### src/rtl/rtc_date_writer.sv
// rtc_date_writer: writes day/month/year BCD bytes to the RTC over the AD bus as three address/data cycles.
// Optional RTC_BCD_CHECK_EN rejects invalid dates at capture with a one-cycle Error pulse.
module rtc_date_writer #(
  parameter int T_SETUP = 1,
  parameter int T_PULSE = 2,
  parameter int T_HOLD = 1,
  parameter logic [7:0] ADDR_DIA = 8'h24,
  parameter logic [7:0] ADDR_MES = 8'h25,
  parameter logic [7:0] ADDR_ANO = 8'h26
) (
  input  logic       CLK,
  input  logic       RST,
  input  logic       Escribir,
  input  logic [7:0] DIA_in,
  input  logic [7:0] MES_in,
  input  logic [7:0] ANO_in,
  output logic [7:0] AD_out,
  output logic       AD_oe,
  output logic       A_D,
  output logic       CS_n,
  output logic       WR_n,
  output logic       RD_n,
  output logic       Ocupado,
  output logic       Listo,
  output logic       Error
);
  typedef enum logic [2:0] {IDLE, A_SETUP, A_STROBE, A_HOLD, D_SETUP, D_STROBE, D_HOLD, DONE} state_t;
  localparam int TMAX = T_SETUP > T_PULSE ? (T_SETUP > T_HOLD ? T_SETUP : T_HOLD)
                                          : (T_PULSE > T_HOLD ? T_PULSE : T_HOLD);
  localparam int CW = $clog2(TMAX + 1);
  state_t state_q, state_d;
  logic [CW-1:0] cnt_q, cnt_d;
  logic [1:0] idx_q, idx_d;
  logic [7:0] dia_q, mes_q, ano_q, addr, dat;
  logic go, bad, last, a_ph, d_ph, stb;
  function automatic logic [CW-1:0] len(state_t s);
    return (s == A_SETUP || s == D_SETUP) ? CW'(T_SETUP - 1) :
           (s == A_STROBE || s == D_STROBE) ? CW'(T_PULSE - 1) :
           (s == A_HOLD || s == D_HOLD) ? CW'(T_HOLD - 1) : '0;
  endfunction
`ifdef RTC_BCD_CHECK_EN
  function automatic logic nib_bad(logic [7:0] b);
    return b[7:4] > 4'd9 || b[3:0] > 4'd9;
  endfunction
  assign bad = nib_bad(DIA_in) || nib_bad(MES_in) || nib_bad(ANO_in) ||
               MES_in == 8'h00 || MES_in > 8'h12 || DIA_in == 8'h00 || DIA_in > 8'h31;
  always_ff @(posedge CLK)
    if (RST) Error <= 1'b0;
    else Error <= go && bad;
`else
  assign bad = 1'b0;
  assign Error = 1'b0;
`endif
  assign go = state_q == IDLE && Escribir;
  assign last = cnt_q == '0;
  assign RD_n = 1'b1;
  always_comb begin
    state_d = state_q;
    idx_d = idx_q;
    unique case (state_q)
      IDLE: if (go && !bad) begin
        state_d = A_SETUP;
        idx_d = 2'd0;
      end
      A_SETUP:  if (last) state_d = A_STROBE;
      A_STROBE: if (last) state_d = A_HOLD;
      A_HOLD:   if (last) state_d = D_SETUP;
      D_SETUP:  if (last) state_d = D_STROBE;
      D_STROBE: if (last) state_d = D_HOLD;
      D_HOLD: if (last) begin
        state_d = idx_q < 2'd2 ? A_SETUP : DONE;
        idx_d = idx_q < 2'd2 ? idx_q + 2'd1 : idx_q;
      end
      default: state_d = IDLE;
    endcase
    cnt_d = state_d != state_q ? len(state_d) : (last ? '0 : cnt_q - 1'b1);
    a_ph = state_d == A_SETUP || state_d == A_STROBE || state_d == A_HOLD;
    d_ph = state_d == D_SETUP || state_d == D_STROBE || state_d == D_HOLD;
    stb = state_d == A_STROBE || state_d == D_STROBE;
    addr = idx_d == 2'd0 ? ADDR_DIA : idx_d == 2'd1 ? ADDR_MES : ADDR_ANO;
    dat = idx_d == 2'd0 ? dia_q : idx_d == 2'd1 ? mes_q : ano_q;
  end
  // Outputs are registered from the next state so they switch cleanly on phase boundaries.
  always_ff @(posedge CLK)
    if (RST) begin
      state_q <= IDLE;
      cnt_q <= '0;
      idx_q <= 2'd0;
      dia_q <= 8'h00;
      mes_q <= 8'h00;
      ano_q <= 8'h00;
      AD_out <= 8'h00;
      AD_oe <= 1'b0;
      A_D <= 1'b1;
      CS_n <= 1'b1;
      WR_n <= 1'b1;
      Ocupado <= 1'b0;
      Listo <= 1'b0;
    end else begin
      state_q <= state_d;
      cnt_q <= cnt_d;
      idx_q <= idx_d;
      if (go) begin
        dia_q <= DIA_in;
        mes_q <= MES_in;
        ano_q <= ANO_in;
      end
      AD_out <= a_ph ? addr : d_ph ? dat : 8'h00;
      AD_oe <= a_ph || d_ph;
      A_D <= !a_ph;
      CS_n <= !stb;
      WR_n <= !stb;
      Ocupado <= a_ph || d_ph;
      Listo <= state_d == DONE;
    end
endmodule

### config.mk
export PLATFORM = sky130hd
export DESIGN_NAME = rtc_date_writer
export DESIGN_NICKNAME = d
export VERILOG_FILES = /design/src/rtl/rtc_date_writer.sv
export SDC_FILE = /design/constraint.sdc
export NUM_CORES = 1
export LEC_CHECK = 0
export BUFFER_PORTS_ARGS = -buffer_cell sky130_fd_sc_hd__buf_2
export CORE_ASPECT_RATIO = 0.75
export CORE_MARGIN = 5
export CORE_UTILIZATION = 57
export DETAILED_ROUTE_END_ITERATION = 8
export PLACE_DENSITY = 0.88
export SLEW_MARGIN = 20
export SYNTH_ARGS = -nofsm -noshare
export SYNTH_HDL_FRONTEND = slang
export SYNTH_SLANG_ARGS = --single-unit
### constraint.sdc
create_clock -name CLK -period 4.15 [get_ports CLK]
set_input_delay 1.245 -clock CLK [delete_from_list [all_inputs] [get_ports CLK]]
set_output_delay 1.245 -clock CLK [all_outputs]
set_load 0.1 [all_outputs]
Word-level counts from Yosys, hierarchy flattened:

Cells that the tools add are included.
Widths: inputs -> output; s select.

* $add $sub $neg: 2
* multiply operators: 0
* div/mod/pow operators: 0
* $lt $le $gt $ge: 1
* equality and inequality tests: 15
* shifts and indexed selects: 0
* multiplexer cells: 23
* bitwise operators: 0
* reductions and logical operators: 13

Operators with widths (number)
* $mux 8: 4
* $mux 3: 8
* $eq 3x3->1 const B: 7
* $pmux 3 s7: 1
* $mux 2: 7
* $eq 3x2->1 const B: 4
* $logic_or 1x1->1: 7
* $eq 3x1->1 const B: 2
* $logic_not 2->1: 2
* $pmux 2 s2: 1
* $logic_not 3->1: 1
* $ne 3x3->1: 1
* $add 2x1->2 const B: 1
* $eq 2x1->1 const B: 1
* $logic_not 1->1: 2
* $lt 2x2->1 const B: 1
* $mux 1: 2
* $sub 2x1->2 const B: 1
* $logic_and 1x1->1: 1

* bits in registers: 43
* latch bits: 0
* memory bits (writable): 0
* bits in read-only memories: 0
* bits of input ports: 27
* output and inout port bits: 16
* logic and storage cells: 65
* memories: 0

Logic depth before layout (Yosys ltp):

Gate-level depths: netlist of run 1.

* word-level depth: 9
* gate-level depth with buffers: 8
* gate-level depth less buffers: 8

Least setup slack after synthesis of run 1:

No wires, ideal clock.

* path kind: register -> output
* start: register Ocupado
* end: output port Ocupado
* arrival: 1.356 ns
* path slack: 1.549 ns
* cell stages (with the launch flop): 2
* path through: dfxtp_1 -> buf_4

RTL lines
* from (decl): line 23 `output logic Ocupado,`
* from (signal assigned): line 113 `Ocupado <= a_ph || d_ph;`

No word-level cell between the ends.

Worst setup path in the final report of run 1:

* start: input port Escribir
* end: register AD_out[5]

* word-level cells in the longest chain between the ends: 8
* elaborated cells between the ends (all ways): 21
* those cells by class: 7 x eq/ne; 8 x mux; 6 x reduce/logical

Ends and longest elaborated chain
* from (decl): line 13 `input logic Escribir,`
* $logic_and 1x1->1 (*): line 54 `assign go = state_q == IDLE && Escribir;`
* $mux 2 or $mux 3 (tied branches): line 61 `IDLE: if (go && !bad) begin`
* $pmux 2 s2 or $pmux 3 s7 (tied branches): line 60 `unique case (state_q)`
* $eq 2x1->1 or $eq 3x3->1 (tied branches): line 81, 78
* $mux 8 or $logic_or 1x1->1 (tied branches) (2 in series): line 81, 78
* $mux 8: line 108 `AD_out <= a_ph ? addr : d_ph ? dat : 8'h00;`
* $mux 8 (*): line 108
* to (signal assigned): line 108
* to (decl): line 17 `output logic [7:0] AD_out,`

Every way passes the cells marked *; elsewhere a longest branch is shown, timed or not.
A chain may end at the register's enable or synchronous reset.

==> key figures, run 1 <==
Layout
  – Fillers: 278
  – Final nets: 285
  – # diodes: 0
  – Area growth syn-to-layout: 14.6%
  – Proportion of layout cells with a drive suffix above 1: 23.1%
  – Final Util: 66.6%

CTS
  – Worst-path clk slew: 80 ps
  – CTS resizes: 0
  – CTS root buf: clkbuf_8
  – CTS tree: done
  – Clk buf depth: 2
  – Clk_lat worst skew: 300 ps
  – CTS sink cnt: 43
  – CTS Hold Buffers Added: 0
  – Post-CTS Repair Setup Buffers: 0
  – CTS Buf Count: 5
  – CTS HTree Levels: 2

Yosys
  – Sequential area share after synthesis: 46.0%
  – Area leader, netlist: dfxtp_1
  – FFs w/ async S/R, synth: 0%
  – Post-synth EDFFs: 0
  – Post-synth top flop: dfxtp_1
  – Synthesized flop and latch total: 43
  – Syn_area_per_cell: 8.46 µm²
  – Mapped Nets: 252
  – Synth Instances: 221
  – Ys Warns: 0
  – Yosys top cell area share: 46.0%
  – Most frequent cell after synthesis: nand2_1
  – Synthesized cell area: 1870 µm²
  – Commonest cells post-synth: 54 x nand2_1, 43 x dfxtp_1, 30 x a21oi_1, 13 x nor2_1, 10 x inv_1
  – Synth area leaders: dfxtp_1 46%, nand2_1 11%, a21oi_1 8.0%
  – Unique cell type count in the Yosys netlist: 42

Worst setup path
  – Worst Setup Start Kind: input port
  – Reg-to-Reg End: AD_out[5]
  – Reg2Reg Depth: 7
  – CP Max Fanout: 8
  – Worst reg2reg startpoint: cnt_q[0]
  – Critical path class: in2reg
  – Crit path capture type: register
  – Crit path arrival time: 2480 ps
  – Slowest stage cell, crit path: a211oi_4
  – Max stage delay on crit path: 500 ps
  – CP Cell Sequence: buf_2 > a21boi_4 > a211oi_4 > nor2_1 > a22oi_1 > o221ai_1
  – Reg2reg setup slack: 1970 ps
  – WP data required: 4310 ps

Timing
  – Worst Tran Pin Value: 829 ps
  – Unrepaired setup endpoints after global routing: no
  – Final worst path period need: 2320 ps
  – Max Fclk: 430 MHz
  – Min Hold Slack: 459 ps
  – Fin Clk Skew: 8.99 ps
  – Max-slew headroom: 44.7%
  – Max Slew Vio Count: 0
  – Final cycle utilization of the critical path: 56.0%
  – Final Hold Vio Count: 0
  – Setup TNS: 0 ps
  – Final setup violation count: 0

Power
  – VDD IR-drop max: 480 µV
  – Clock power frac: 20.2%
  – Sw frac: 45.5%
  – Power Internal: 786 µW
  – Flop pwr share: 37.2%
  – Leak pwr: 0.906 nW
  – Total power: 1.44 mW
  – Switching Power: 657 µW
  – Gate power share: 42.6%
  – Pwr Density: 673 nW/µm²

Global routing
  – Met1 Use GR: 26.7%
  – Top Usage Layer GRT: met2
  – First-pass GRT wire length: 6920 µm
  – Routing usage on met3: 7.14%
  – GRT overflow: 0
  – Number of global-route vias before repair: 1426
  – GRT Total Usage: 19.6%
  – Initial antenna violation count: 0
  – Pin count of the biggest net entering global routing: 34
  – Met2 GRT Util: 28.8%

Place
  – Port Buffers: 40
  – Placer congestion estimate: 0.917
  – HPWL Detailed: 2920 µm

Job
  – Total of max-cap violations: 0

Hold path
  – Hold depth: 2
  – Worst hold path type: reg2reg
  – WHS Endpoint: dia_q[0]
  – Hold Startpoint: dia_q[0]

Status
  – Status: finished, final reports clean

Floorplanning
  – Site Rows: 18
  – CORE AREA: 3220 µm²
  – Die Span Y: 59.6 µm
  – I/O pin count: 43
  – Die ar.: 4540 µm²
  – Starting Density: 58.1%
  – Die X: 76.1 µm

Detailed routing
  – WL final: 4190 µm
  – DRC viols: 0
  – Routed WL per cell: 14.2 µm
  – Post-DRT Antenna Nets: 0
  – Vias/cell: 5.65
  – Drt first-iter violations: 213
  – Detailed Routing Iterations Pass 1: 6
  – Vias: 1667
routing by layer:
| metal | vias up | wire length (µm) | part of all wire (%) |
|---|---|---|---|
| met2 | 80 | 1830 | 44 |
| met3 | 4 | 394 | 9.4 |
| met4 | 0 | 56 | 1.3 |
| met5 | - | 0 | 0 |
| met1 | 763 | 1900 | 45 |
| li1 | 820 | - | - |
critical path, delay by kind of cell:
family	cells	cell delay, ps
buf+inv	1	160
simple gates	1	140
compound gates	4	940
cell families after synthesis:
logic type / synth area share [%]
buf+inv: 6.56
mux: 2.14
flops: 46.0
other cells: 0.401
compound gates: 21.6
fa+ha+maj: 3.28
simple gates: 20.0
flip-flops by register name, summed over array words and instances (netlist names):
signal / flops
AD_out: 8
ano_q: 8
cnt_q: 2
WR_n: 1
Listo: 1
dia_q: 8
mes_q: 8
idx_q: 2
state_q: 3
A_D: 1
Ocupado: 1
placed cells by master, fill, tap and decap left out, drive strengths merged, types with 2 or more instances in the layout:
cell     n
mux2i    4
inv     10
dfxtp   43
nand2b   2
a21oi   30
conb     2
a211oi   7
clkbuf   8
nor2    13
and2     3
ha       4
buf     41
o221ai   4
nand2   56
nand3    2
o21ai    2
a22oi    4
nor3     2
power by group through the flow:
stage                     Combinational [mW]  Clock, mW  Sequential [mW]
final                                  0.615      0.291            0.537
after global routing                   0.663      0.318            0.547
after CTS                              0.612      0.291            0.536
after floorplan                        0.365          0            0.697
after detailed placement               0.610          0            0.545
after global placement                 0.598          0            0.543
layout make-up:
| cell class | instances | area (µm²) | area share (%) |
|---|---|---|---|
| clock buffer | 8 | 100 | 4.67 |
| inverter | 10 | 37.5 | 1.75 |
| multi-input combinational | 153 | 887 | 41.4 |
| sequential | 43 | 861 | 40.2 |
| tap | 40 | 50.0 | 2.34 |
| timing repair buffer | 41 | 208 | 9.69 |
metrics by stage:
stage          cell area (µm²)  worst slack, ps  std cells
2_1_floorplan             1870             1550        221
3_3_place_gp              2040             1610        287
3_5_place_dp              2040             1500        287
4_1_cts                   2140             1810        295
5_1_grt                   2140             1750        295
6_report                  2140             1830        295
worst max path at each step:
stage               slack (ps)     start  depth (start not counted)   endpoint
detailed placement        1500  Escribir                          6  AD_out[5]
finish                    1830  Escribir                          6  AD_out[5]
CTS                       1810  Escribir                          6  AD_out[5]
global route              1750  Escribir                          6  AD_out[5]
floorplan                 1550   Ocupado                          1    Ocupado
global placement          1610  Escribir                          6  AD_out[5]
Power figures use the tool's default switching activity.
==> run 2, diff against run 1 <==
Settings changed: ABC_AREA set to 1, CORE_UTILIZATION 57 to 49, PLACE_DENSITY 0.88 to 0.79.
Clock period 4.15 ns to 2 ns, I/O delays scaled along.
==> key figures, run 2 <==
CTS
  – Worst-path clk slew: 80 ps
  – CTS HTree Levels: 2
  – CTS sink cnt: 43
  – Clk buf depth: 2
  – Post-CTS Repair Setup Buffers: 0
  – Clk_lat worst skew: 300 ps
  – CTS root buf: clkbuf_8
  – CTS tree: done
  – CTS Buf Count: 5
  – CTS resizes: 0
  – CTS Hold Buffers Added: 0

Power
  – Sw frac: 46.3%
  – Switching Power: 1.74 mW
  – Flop pwr share: 33.8%
  – Gate power share: 45.2%
  – VDD IR-drop max: 1030 µV
  – Leak pwr: 1.17 nW
  – Clock power frac: 21.0%
  – Pwr Density: 1560 nW/µm²
  – Power Internal: 2.01 mW

Worst setup path
  – Critical path class: reg2reg
  – WP data required: 2200 ps
  – CP Cell Sequence: inv_1 > ha_1 > inv_1 > nand2_1 > nand2_1 > nand2_1 > nand2_1 > nor2_2 > nand2_1 > nand3_2 > nand2_1 > nand2_1 > nand2_1
  – Crit path arrival time: 1920 ps
  – Worst Setup Start Kind: register
  – Top delay family on crit path: simple AND/OR/NAND/NOR gates
  – Max stage delay on crit path: 320 ps
  – Cell mode on critical path: nand2_1
  – Crit path capture type: register
  – CP bufs+invs: 2
  – CP Max Fanout: 8
  – Slowest stage cell, crit path: ha_1

Yosys
  – Synth Instances: 282
  – Yosys top cell area share: 41.1%
  – Synthesized cell area: 2100 µm²
  – Synth area leaders: dfxtp_1 41%, nand2_1 10%, nor2_1 10%
  – Syn_area_per_cell: 7.43 µm²
  – Post-synth EDFFs: 0
  – Commonest cells post-synth: 58 x nand2_1, 58 x nor2_1, 43 x dfxtp_1, 27 x o21ai_0
  – Mux cell area share after synthesis: 0%
  – Synthesized flop and latch total: 43
  – Post-synth top flop: dfxtp_1
  – Mapped Nets: 313
  – FFs w/ async S/R, synth: 0%
  – Largest family of logic cells by synthesized area: simple AND/OR/NAND/NOR gates
  – Xor/xnor share of the synthesized area: 0%
  – Area leader, netlist: dfxtp_1
  – Sequential area share after synthesis: 41.1%
  – Complex-gate fraction of the synthesized area: 7.16%
  – Synth Area in Simple Gates: 38.9%
  – Unique cell type count in the Yosys netlist: 25
  – Post-synthesis adder-cell area fraction: 2.39%
  – Ys Warns: 0

Timing
  – Max Slew Vio Count: 0
  – Max Fclk: 581 MHz
  – Setup TNS: 0 ps
  – Final worst path period need: 1720 ps
  – Fin Clk Skew: 6.70 ps
  – Final cycle utilization of the critical path: 86.0%
  – Final setup violation count: 0
  – Unrepaired setup endpoints after global routing: no
  – Final Hold Vio Count: 0

Global routing
  – GRT overflow: 0
  – Number of global-route vias before repair: 1625
  – First-pass GRT wire length: 7310 µm
  – Pin count of the biggest net entering global routing: 28
  – Initial antenna violation count: 0
  – GRT Total Usage: 16.4%

Place
  – HPWL Detailed: 3240 µm
  – Port Buffers: 40
  – Placer congestion estimate: 0.788
  – Placed cell count: 365

Detailed routing
  – Vias: 1750
  – Drt first-iter violations: 149
  – DRC viols: 0
  – WL final: 4280 µm
  – Detailed Routing Iterations Pass 1: 4
  – Post-DRT Antenna Nets: 0
  – Routed WL per cell: 11.5 µm
  – Vias/cell: 4.69

Layout
  – Most frequent cells in the layout: 58 x nor2_1, 58 x nand2_1, 43 x dfxtp_1
  – Final Util: 58.7%
  – Fillers: 387
  – Non-filler cells, final: 373
  – Final nets: 348
  – # diodes: 0
  – Area growth syn-to-layout: 15.0%
  – Proportion of layout cells with a drive suffix above 1: 27.7%

Floorplanning
  – CORE AREA: 4100 µm²
  – Site Rows: 20
  – Starting Density: 51.1%
  – Die Span Y: 66.6 µm
  – Die X: 85.5 µm
  – Die ar.: 5700 µm²
  – I/O pin count: 43

Hold path
  – Worst hold path type: reg2reg

Job
  – Total of max-cap violations: 0

Status
  – Status: finished, final reports clean
==> run 2: worst min-delay path, stage by stage (launching register included) <==
cell,delay [ps]
dfxtp_1,330
nor2_1,50
nor2_1,80
==> run 2: logic make-up after synthesis <==
family	count (synthesis)
and+or+nand+nor	164
AOI/OAI and AO/OA	30
DFF	43
other	2
buffers and inverters	39
adders and majority gates	4
==> run 2: routing by layer <==
layer	up-vias	wire length, µm	track usage (%)
li1	954	-	-
met1	744	2250	23.8
met2	45	1690	23.4
met3	7	294	4.45
met4	0	48	4.74
met5	-	0	0
==> run 2: power by group through the flow <==
| stage | clock, mW | sequential [mW] | combinational, mW |
|---|---|---|---|
| global placement | 0 | 1.28 | 1.66 |
| floorplan | 0 | 1.58 | 1.15 |
| global route | 0.827 | 1.30 | 1.87 |
| detailed placement | 0 | 1.28 | 1.69 |
| finish | 0.790 | 1.27 | 1.70 |
| CTS | 0.798 | 1.26 | 1.70 |
==> run 2: final timing paths <==
path	startpoint	end	slack [ps]	cells past startpoint
worst max-delay path	cnt_q[0]	AD_out[0]	280	13
worst min-delay path	dia_q[5]	dia_q[5]	500	2
worst max register to register	cnt_q[0]	AD_out[0]	280	13
worst min register to register	dia_q[5]	dia_q[5]	500	2
==> run 2: metrics by stage <==
stage	power, mW	setup slack, ps	hold WS [ps]	cell area [µm²]
after detailed placement	2.97	224	481	2280
after floorplan	2.73	43.8	455	2100
after CTS	3.76	268	496	2410
final	3.75	280	495	2410
after global placement	2.94	248	462	2280
after global routing	4.00	52.1	519	2410
==> run 2: area by class of cell <==
cell class	instances	area [µm²]	share of cell area, %
clock inverters	2	60.1	2.49
flip-flops and latches	43	861	35.7
well taps	55	68.8	2.86
multi-input cells	200	1020	42.4
clock buffers	6	72.6	3.01
repair buffers	43	223	9.24
inverters	24	103	4.26
==> run 3, diff against run 2 <==
Settings changed: ABC_CLOCK_PERIOD_IN_PS set to 2000, PLACE_DENSITY 0.79 to 0.75.
==> key figures, run 3 (synthesis gave the netlist of run 2 again) <==
Worst setup path
  – Top delay family on crit path: simple AND/OR/NAND/NOR gates
  – CP Cell Sequence: inv_1 > ha_1 > inv_1 > nand2_1 > nand2_1 > nand2_1 > nand2_1 > nor2_2 > nand2_1 > nand3_2 > nand2_1 > nand2_1 > nand2_1
  – Critical path class: reg2reg
  – Slowest stage cell, crit path: ha_1
  – Worst Setup Start Kind: register
  – CP Max Fanout: 8
  – Worst reg2reg startpoint: cnt_q[0]
  – CP bufs+invs: 2
  – Reg2reg setup slack: 280 ps
  – Reg-to-Reg End: AD_out[0]
  – Max stage delay on crit path: 310 ps
  – Crit path capture type: register
  – Cell mode on critical path: nand2_1
  – Crit path arrival time: 1900 ps
  – WP data required: 2180 ps
  – Reg2Reg Depth: 13

Power
  – Flop pwr share: 35.6%
  – Total power: 3.55 mW
  – VDD IR-drop max: 1230 µV
  – Switching Power: 1.71 mW
  – Leak pwr: 1.16 nW
  – Gate power share: 48.0%
  – Pwr Density: 1490 nW/µm²
  – Power Internal: 1.83 mW
  – Sw frac: 48.3%
  – Clock power frac: 16.3%

Floorplanning
  – CORE AREA: 4100 µm²
  – Die X: 85.5 µm
  – Starting Density: 51.1%
  – Site Rows: 20
  – I/O pin count: 43
  – Die ar.: 5700 µm²
  – Die Span Y: 66.6 µm

Global routing
  – Initial antenna violation count: 0
  – Number of global-route vias before repair: 1596
  – GRT Total Usage: 16.2%
  – First-pass GRT wire length: 7300 µm
  – Pin count of the biggest net entering global routing: 28
  – GRT overflow: 0

Layout
  – Most frequent cells in the layout: 58 x nor2_1, 58 x nand2_1, 43 x dfxtp_1
  – Area growth syn-to-layout: 13.8%
  – Post-route cell area: 2380 µm²
  – Fillers: 421
  – Proportion of layout cells with a drive suffix above 1: 27.9%
  – Final nets: 349
  – # diodes: 0

Timing
  – Final Hold Vio Count: 0
  – Setup TNS: 0 ps
  – Min Hold Slack: 491 ps
  – Setup ws final: 282 ps
  – Final setup violation count: 0
  – Fin Clk Skew: 3.00 ps
  – Max Slew Vio Count: 0
  – Max Fclk: 582 MHz
  – Unrepaired setup endpoints after global routing: no
  – Final worst path period need: 1720 ps
  – Final cycle utilization of the critical path: 85.9%

Detailed routing
  – DRC viols: 0
  – Drt first-iter violations: 150
  – WL final: 4230 µm
  – Post-DRT Antenna Nets: 0
  – Vias: 1738
  – Vias/cell: 4.65
  – Routed WL per cell: 11.3 µm
  – Detailed Routing Iterations Pass 1: 4

Place
  – HPWL Detailed: 3280 µm
  – Placer congestion estimate: 0.836
  – Port Buffers: 40
  – Area post-placement: 2280 µm²
  – Setup slack at placement: 298 ps

Status
  – Status: finished, final reports clean

Hold path
  – Hold depth: 2
  – WHS Endpoint: dia_q[1]
  – Worst hold path type: reg2reg
  – Hold Startpoint: dia_q[1]

CTS
  – CTS Hold Buffers Added: 0
  – Clk buf depth: 2
  – CTS resizes: 0
  – CTS root buf: clkbuf_8
  – Post-CTS Repair Setup Buffers: 0
  – CTS Buf Count: 5
  – Worst-path clk slew: 70 ps
  – CTS HTree Levels: 2
  – Clk_lat worst skew: 280 ps
  – CTS sink cnt: 43
  – CTS tree: done

Job
  – Total of max-cap violations: 0
[run 3: per-stage QoR]
stage | cells | utilization (%)
5_1_grt | 374 | 58.1
3_3_place_gp | 366 | 55.7
6_report | 374 | 58.1
4_1_cts | 374 | 58.1
2_1_floorplan | 282 | -
3_5_place_dp | 366 | 55.7
[run 3: tightest hold or removal path, stage by stage (launching register included)]
cell,delay (ps)
dfxtp_1,330
nor2_1,50
nor2_1,80
[run 3: cell type report]
class	instances	area, µm²	share of cell area, %
Multi-Input combinational cell	200	1020	42.9
Sequential cell	43	861	36.1
Timing Repair Buffer	44	230	9.65
Inverter	24	103	4.30
Clock buffer	8	100	4.20
Tap cell	55	68.8	2.89
[run 3: how the worst max path moves through the flow]
stage	startpoint	end	cells past startpoint
3_5_place_dp	Escribir	AD_out[1]	11
3_3_place_gp	Escribir	AD_out[1]	11
2_1_floorplan	Ocupado	Ocupado	1
5_1_grt	cnt_q[0]	AD_out[0]	13
4_1_cts	cnt_q[0]	AD_out[0]	13
6_report	cnt_q[0]	AD_out[0]	13
[run 3: power by group through the flow]
stage	logic [mW]	registers [mW]	clock network, mW
after floorplan	1.15	1.58	0
after global placement	1.67	1.28	0
after detailed placement	1.70	1.28	0
after CTS	1.70	1.26	0.591
after global routing	1.88	1.30	0.634
final	1.70	1.26	0.579
[run 3: layer usage]
metal,share of wire [%],track usage [%]
met5,0,0
met4,0,2.96
met3,10,5.44
met2,39,22.8
met1,51,24.0
